--- src/rtl/txr_pkg.sv ---
// Shared constants, pointer type and pointer arithmetic for the TX frame buffer reader.
// Pointers carry one extra wrap bit above the RAM address so full and empty can be told apart.
package txr_pkg;

   localparam int ADDR_W     = 11;
   localparam int DATA_W     = 9;
   localparam int LAST_BIT   = DATA_W - 1;
   localparam int IFG_CYCLES = 12;

   typedef logic [ADDR_W:0] ptr_t;

   // The natural binary carry into the MSB implements the 2047 -> 0 wrap with wrap-bit toggle.
   function automatic ptr_t ptr_inc(input ptr_t p);
      return p + ptr_t'(1);
   endfunction

endpackage

--- src/rtl/txr_out_fifo.sv ---
// Two-entry output buffer for 9-bit RAM words; head is the oldest registered entry.
// Write lands in the cycle after push; caller guarantees no push into a full buffer without a pop.
module txr_out_fifo
   import txr_pkg::*;
(
   input  logic              clk,
   input  logic              rstn,
   input  logic              push,
   input  logic [DATA_W-1:0] push_data,
   input  logic              pop,
   output logic [DATA_W-1:0] head,
   output logic [1:0]        count
);

   logic [DATA_W-1:0] mem [2];
   logic              wr_idx;
   logic              rd_idx;

   always_ff @(posedge clk or negedge rstn) begin
      if (!rstn) begin
         mem[0] <= '0;
         mem[1] <= '0;
         wr_idx <= 1'b0;
         rd_idx <= 1'b0;
         count  <= 2'd0;
      end else begin
         if (push) begin
            mem[wr_idx] <= push_data;
            wr_idx      <= ~wr_idx;
         end
         if (pop) begin
            rd_idx <= ~rd_idx;
         end
         case ({push, pop})
            2'b10:   count <= count + 2'd1;
            2'b01:   count <= count - 2'd1;
            default: count <= count;
         endcase
      end
   end

   assign head = mem[rd_idx];

endmodule

--- src/rtl/tx_frame_reader.sv ---
// Drains the TX frame RAM (port B) into a byte stream; first byte 2 cycles after commit, 1 byte/cycle sustained.
// tx_ready low holds tx_data/tx_last and throttles fetching; TXR_IFG_EN adds an idle gap after each frame.
module tx_frame_reader
   import txr_pkg::*;
(
   input  logic              clk,
   input  logic              rstn,
   input  logic [ADDR_W:0]   commit_ptr,
   output logic [ADDR_W:0]   rd_ptr,
   output logic [ADDR_W-1:0] ram_addr,
   output logic              ram_ce,
   input  logic [DATA_W-1:0] ram_dout,
   output logic [7:0]        tx_data,
   output logic              tx_valid,
   output logic              tx_last,
   input  logic              tx_ready,
   output logic              busy,
   output logic              frame_done
);

   ptr_t              fetch_ptr;
   logic              ce_d;
   logic [1:0]        occ;
   logic [DATA_W-1:0] head;
   logic              avail;
   logic              accept;
   logic              in_gap;
   logic [2:0]        pending;

   assign avail   = (fetch_ptr != commit_ptr);
   assign accept  = tx_valid & tx_ready;
   assign pending = {1'b0, occ} + {2'b00, ce_d};

   // A pop this cycle frees a slot, which is what lets a 2-entry buffer sustain full rate.
   assign ram_ce   = avail && (pending < (3'd2 + {2'b00, accept}));
   assign ram_addr = fetch_ptr[ADDR_W-1:0];

   assign tx_data    = head[7:0];
   assign tx_last    = head[LAST_BIT];
   assign tx_valid   = (occ != 2'd0) && !in_gap;
   assign frame_done = accept & tx_last;

   txr_out_fifo u_out_fifo (
      .clk       (clk),
      .rstn      (rstn),
      .push      (ce_d),
      .push_data (ram_dout),
      .pop       (accept),
      .head      (head),
      .count     (occ)
   );

   always_ff @(posedge clk or negedge rstn) begin
      if (!rstn) begin
         fetch_ptr <= '0;
         ce_d      <= 1'b0;
         rd_ptr    <= '0;
         busy      <= 1'b0;
      end else begin
         ce_d <= ram_ce;
         if (ram_ce) begin
            fetch_ptr <= ptr_inc(fetch_ptr);
         end
         if (accept) begin
            rd_ptr <= ptr_inc(rd_ptr);
            busy   <= !tx_last;
         end
      end
   end

`ifdef TXR_IFG_EN
   logic [7:0] ifg_cnt;

   always_ff @(posedge clk or negedge rstn) begin
      if (!rstn) begin
         ifg_cnt <= 8'd0;
      end else if (accept && tx_last) begin
         ifg_cnt <= 8'(IFG_CYCLES);
      end else if (ifg_cnt != 8'd0) begin
         ifg_cnt <= ifg_cnt - 8'd1;
      end
   end

   assign in_gap = (ifg_cnt != 8'd0);
`else
   assign in_gap = 1'b0;
`endif

endmodule

--- config.mk ---
export PLATFORM = sky130hd
export DESIGN_NAME = tx_frame_reader
export DESIGN_NICKNAME = d
export VERILOG_FILES = /design/src/rtl/txr_pkg.sv /design/src/rtl/txr_out_fifo.sv /design/src/rtl/tx_frame_reader.sv
export SDC_FILE = /design/constraint.sdc
export NUM_CORES = 1
export LEC_CHECK = 0
export ABC_AREA = 1
export CORE_UTILIZATION = 47
export CTS_BUF_LIST = sky130_fd_sc_hd__clkbuf_8
export CTS_CLUSTER_SIZE = 20
export DETAILED_ROUTE_END_ITERATION = 7
export MAX_ROUTING_LAYER = met4
export PLACE_DENSITY = 0.81
export SYNTH_ARGS = -nofsm -noshare
export SYNTH_HDL_FRONTEND = slang
export SYNTH_SLANG_ARGS = --single-unit
--- constraint.sdc ---
create_clock -name clk -period 1.4 [get_ports clk]
set_input_delay 0.14 -clock clk [delete_from_list [all_inputs] [get_ports clk]]
set_output_delay 0.14 -clock clk [all_outputs]
set_load 0.05 [all_outputs]
[After elaboration in Yosys (flattened, before gate mapping)]
Index checks and enable logic that the tools add are counted.
Word-level totals
  output and inout bits: 36
  flip-flop bits (word level): 48
  logic and storage cells: 40
  bits of input ports: 24
Operators by class
  equal/unequal tests: 3
  reduce and logical (&&, ||, !) cells: 5
  add/sub/neg operators: 6
  $lt $le $gt $ge: 4
  mux-type cells: 7
  bitwise gates (word level): 6
Operators by type and width (count)
  $mux 9: 4
  $add 12x1->12 const B: 2
  $bwmux 18: 1
  $ne 12x12->1: 1
  $demux 9 s1: 1
  $ge 2x2->1 const B: 2
  $not 1->2: 2
  $pmux 2 s2: 1
  $reduce_bool 2->1: 2
  $add 2x1->3: 1
  $add 2x1->3 const A: 1
  $lt 3x3->1: 1
  $add 2x1->2 const B: 1
  $and 1x1->1: 2
  $eq 2x1->1 const B: 1
  $eq 2x2->1 const B: 1
  $logic_and 1x1->1: 2
  $lt 2x1->1 const B: 1
  $not 1->1: 2
  $sub 2x1->2 const B: 1
  $logic_not 1->1: 1

[Longest topological paths before layout]
  word-level depth: 6
  gate-level depth with buffers: 11

[Hierarchy]
A second synthesis with hierarchy kept.
Unflattened totals
  cell total of the unflattened synthesis: 337
  area, all modules: 2717.6 sq um
By module, submodules not included
  tx_frame_reader: area each 1700.4 sq um, cells an instance 220, times used 1, seq. area each 650.6 sq um
  txr_out_fifo: area each 1017.2 sq um, cells an instance 117, times used 1, seq. area each 550.5 sq um

[Worst setup path after synthesis]
Ideal clock, no wire load.
  path kind: register to register
  start: reg u_out_fifo.count[0]
  end: reg ce_d
  cell stages (with the launch flop): 9
  clock period less this slack: 1794 ps
  path buffers: 1
  data arrival time: 1637 ps
  setup slack: -394 ps
  cell sequence: dfrtp_1 > ha_1 > ha_1 > o21ai_2 > nand2_1 > inv_2 > nand2_4 > buf_12 > inv_1
On the way
  word-level cells in the longest chain between the ends: 5
  elaborated cells on any way between the ends: 6
  those cells by class: add/sub: 2; order compare: 1; bitwise: 1; reduce/logical: 2
Ends and longest elaborated chain
  from (decl): RTL line txr_out_fifo.sv:12  | output logic [1:0] count
  from (signal assigned): RTL line txr_out_fifo.sv:35  | 2'b10: count <= count + 2'd1;
  from (signal assigned): RTL line txr_out_fifo.sv:36  | 2'b01: count <= count - 2'd1;
  from (signal assigned): RTL line txr_out_fifo.sv:37  | default: count <= count;
  $reduce_bool 2->1: RTL line tx_frame_reader.sv:40  | assign tx_valid = (occ != 2'd0) && !in_gap;
  $and 1x1->1: RTL line tx_frame_reader.sv:31  | assign accept = tx_valid & tx_ready;
  $add 2x1->3: RTL line tx_frame_reader.sv:35  | assign ram_ce = avail && (pending < (3'd2 + {2'b00, accept}));
  $lt 3x3->1 *: RTL line tx_frame_reader.sv:35
  $logic_and 1x1->1 *: RTL line tx_frame_reader.sv:35
  named net ram_ce: RTL line tx_frame_reader.sv:11  | output logic ram_ce,
  to (signal assigned): RTL line tx_frame_reader.sv:60  | ce_d <= ram_ce;
  to (decl): RTL line tx_frame_reader.sv:22  | logic ce_d;
The timed path passes the listed nets; every way through them passes the cells marked *.
A chain may end at the register's enable or synchronous reset.

[Final worst setup path]
  start: reg u_out_fifo.count[0]
  end: out ram_ce
On the way
  word-level cells in the longest chain between the ends: 5
  elaborated cells on any way between the ends: 6
  those cells by class: add/sub: 2; order compare: 1; bitwise: 1; reduce/logical: 2
Ends and longest elaborated chain (RTL line)
  $reduce_bool 2->1: tx_frame_reader.sv:40
  $and 1x1->1: tx_frame_reader.sv:31
  $add 2x1->3: tx_frame_reader.sv:35
  $lt 3x3->1 *: tx_frame_reader.sv:35
  $logic_and 1x1->1 *: tx_frame_reader.sv:35
  to (decl): tx_frame_reader.sv:11
Mark *: on every way between the ends. The rest lies on a longest branch, timed or not.

==> flow_summary.json <==
{
  "synth_flop_cell": "dfrtp_1",
  "syn_area_per_cell_um2": 7.83,
  "place_ws_ns": -0.234,
  "clkTransAtPathRegs_ns": 0.09,
  "slew_headroom": 0.772,
  "synthArstFlopShare": 1.00,
  "synthCells": 352,
  "synth_top_area_share": 0.436,
  "syn-num-nets": 381,
  "ys_top_cells_by_area": "dfrtp_1 (44%), nand2_1 (16%), inv_1 (5.4%)",
  "grt-ovfl-total": 0,
  "period_minus_slack_ns": 1.82,
  "synth-seq-cells": 48,
  "p_seq_frac": 0.230,
  "pwr-share-clk": 0.075,
  "hpwl_mm": 5.03,
  "worstPathRequired_ns": 1.26,
  "power_density_nw_per_um2": 2620,
  "power_leakage_nw": 2.12,
  "total_power_mw": 11.2,
  "clockBufferDepth": 2,
  "wl_mm": 7.26,
  "cp_max_fo": 3,
  "status": "complete, but fails checks",
  "design_area_um2": 4280,
  "start_util": 0.495,
  "die_area_um2": 6180,
  "track_usage": 0.247,
  "synth.largest_area_cell": "dfrtp_1",
  "hold_path_class": "input pin to asynchronous set/reset pin",
  "cts_root_buf": "clkbuf_8",
  "clock_skew_ns": 0.00618,
  "cts_buffers": 5,
  "multi_input_area_um2": 1410,
  "intPower_mw": 5.92,
  "rsz0062_at_grt": "true",
  "diodes": 0,
  "setup_ws_ns": -0.421,
  "boundaryPins": 60,
  "grt_pass1_wl_mm": 11.4,
  "grt_max_degree": 49,
  "p_sw_frac": 0.472,
  "path_common_cell": "ha_4",
  "worstMarginPinSlew_ns": 0.341,
  "path_buf_inv": 3,
  "seq_area_um2": 1210,
  "cts_tree": "yes",
  "clk_latency_ns": 0.30,
  "fp-row-count": 27,
  "r2r_cells": 9,
  "areaGrowthSynthToFinish_pct": 55.1,
  "wl_per_cell_um": 14.0,
  "postPlaceCellArea_um2": 3920,
  "drc_errors": 0,
  "critPathLaunchType": "register",
  "cp_slowest_cell": "dfrtp_2",
  "maxSlewViolCount": 0,
  "r2r-end": "u_out_fifo.count[1]$_DFFE_PN0P_",
  "crit_chain": "ha_4 -> ha_4 -> o21ai_2 -> nand2_2 -> inv_2 -> nand2_4 -> clkinvlp_4 -> buf_12",
  "crit_arrival_ns": 1.68,
  "violations": "negative setup slack",
  "regToRegStartpoint": "u_out_fifo.count[0]$_DFFE_PN0P_",
  "critPathCaptureType": "output port",
  "switching_power_mw": 5.29,
  "nets": 476,
  "irDropWorstVdd_v": 0.00176,
  "vias": 2573,
  "antenna_found_initial": 0,
  "comb_power_share": 0.694,
  "r2r_slack_ns": -0.31,
  "synth_area_um2": 2760,
  "yosysMostFrequentCell": "nand2_1",
  "num-fill-cells": 347,
  "drv_cap": 0,
  "place_congestion": 0.862,
  "synthTopCellsByCount": "nand2_1 (121), dfrtp_1 (48), inv_1 (40)",
  "crit_family": "flip-flops",
  "yosys_warnings": 0,
  "first_pass_iters": 4,
  "drive_above_1_share": 0.364,
  "setup_viol": 30,
  "synth_cell_type_count": 30,
  "die_w_um": 78.6,
  "grt_pass1_vias": 2528,
  "port_buffers": 59,
  "drt-initial-drc-count": 146,
  "fp.dieH_um": 78.6,
  "htree_levels": 2,
  "ys_seq_area_frac": 0.436,
  "path_class": "register to output port",
  "core_area_um2": 5570,
  "max_freq_mhz": 549,
  "synth-edff-count": 0,
  "cts_sinks": 48,
  "fin_crit_sh": 1.30,
  "drtAntennaViolNets": 0,
  "slowest_delay_ns": 0.45,
  "finalHoldViolCount": 0,
  "viasPerCell": 4.95
}
## what timing repair did
action | CTS | global route
endpoints found under the hold margin | 48 | 0
pin swaps | 8 | 17
setup buffers | 12 | 3
resized for setup | 16 | 40
gates cloned | 0 | 1
hold buffers | 1 | 0
setup endpoints to repair | 21 | 38
## worst reg2reg max path, stage by stage, from the launching register on
cell and delay (ns):
dfrtp_2 0.45, buf_4 0.16, o21ai_4 0.16, buf_4 0.14, buf_6 0.09, inv_4 0.05, ha_4 0.22, a21oi_2 0.12
o21ai_2 0.09, xnor2_2 0.14
## worst max-delay path by stage
stage / slack (ns) / startpoint / cells after the start / endpoint
3_3_place_gp: -0.23 / commit_ptr[3] / 8 / ram_ce
2_1_floorplan: -0.30 / u_out_fifo.count[0]$_DFFE_PN0P_ / 8 / ce_d$_DFF_PN0_
4_1_cts: -0.44 / u_out_fifo.count[0]$_DFFE_PN0P_ / 8 / ram_ce
5_1_grt: -0.46 / u_out_fifo.count[0]$_DFFE_PN0P_ / 8 / ram_ce
3_5_place_dp: -0.23 / commit_ptr[3] / 8 / ram_ce
6_report: -0.42 / u_out_fifo.count[0]$_DFFE_PN0P_ / 8 / ram_ce
## power by group through the flow
| stage | clock network, mW | registers (mW) | logic (mW) |
|---|---|---|---|
| after floorplan | 0 | 2.83 | 3.56 |
| after global placement | 0 | 2.48 | 6.56 |
| after detailed placement | 0 | 2.54 | 6.77 |
| after CTS | 0.854 | 2.52 | 7.24 |
| after global routing | 0.917 | 2.66 | 8.22 |
| final | 0.845 | 2.58 | 7.78 |
## through the flow
stage          hold slack (ns)  std cells  setup TNS (ns)  utilization
3_5_place_dp             0.145        502           -3.11        0.703
2_1_floorplan           -0.156        352           -1.51            -
5_1_grt                  0.381        520           -6.63        0.767
6_report                 0.335        520           -4.81        0.767
4_1_cts                  0.352        517           -4.10        0.739
3_3_place_gp             0.143        502           -2.74        0.703
## metal layers
layer  share of wire  up-vias  track usage  wire, µm
li1                -     1251            -         -
met3           0.039       10       0.0500       284
met4           0.015        0       0.0778       109
met1            0.39     1233        0.269      2840
met2            0.55       79        0.447      4020
met5               0        -            -         0
## cells in the final DEF, fill, tap and decap left out
| cell | Yosys | layout |
|---|---|---|
| clkdlybuf4s50_1 | 0 | 22 |
| clkbuf_8 | 0 | 6 |
| nor2_2 | 3 | 4 |
| nor2_1 | 17 | 14 |
| buf_12 | 1 | 31 |
| inv_1 | 40 | 40 |
| nand3_4 | 1 | 1 |
| xor2_1 | 15 | 15 |
| ha_1 | 5 | 2 |
| dlygate4sd3_1 | 0 | 1 |
| nor2_4 | 1 | 3 |
| a21oi_2 | 0 | 1 |
| xnor2_2 | 1 | 2 |
| o21ai_4 | 1 | 2 |
| buf_2 | 2 | 1 |
| or2_4 | 0 | 1 |
| inv_2 | 3 | 4 |
| or2_1 | 1 | 1 |
| ha_4 | 0 | 3 |
| clkinvlp_4 | 0 | 1 |
| nor3_2 | 0 | 1 |
| or2_2 | 2 | 1 |
| dfrtp_1 | 48 | 37 |
| buf_6 | 2 | 11 |
| inv_4 | 1 | 1 |
| xnor2_1 | 7 | 6 |
| o21ai_0 | 20 | 19 |
| buf_4 | 14 | 43 |
| nand3_1 | 19 | 19 |
| nand2_4 | 1 | 10 |
| nand2_2 | 12 | 23 |
| nand4_1 | 5 | 5 |
| nor3_1 | 4 | 3 |
| dfrtp_2 | 0 | 11 |
| o21ai_2 | 1 | 2 |
| nand2_1 | 121 | 101 |
## cell type report
class,count,share of cell area
Inverter,44,0.0401
Clock inverter,2,0.00176
Sequential cell,48,0.284
Timing Repair Buffer,109,0.305
Clock buffer,6,0.0193
Tap cell,72,0.0211
Multi-Input combinational cell,239,0.329
## cell families after synthesis
family	Yosys count	share of synthesized area
AND/OR/NAND/NOR	187	0.296
buffers and inverters	65	0.121
flip-flops	48	0.436
AO/OA/AOI/OAI	24	0.0490
XOR/XNOR	23	0.0758
adder cells (fa/ha/maj)	5	0.0227
## flip-flops by register name, indices dropped and copies added (netlist names)
signal and cells:
busy 1, ce_d 1, fetch_ptr 12, rd_ptr 12, u_out_fifo.count 2, u_out_fifo.mem 18
u_out_fifo.rd_idx 1, u_out_fifo.wr_idx 1
(Power assumes the default switching activity.)
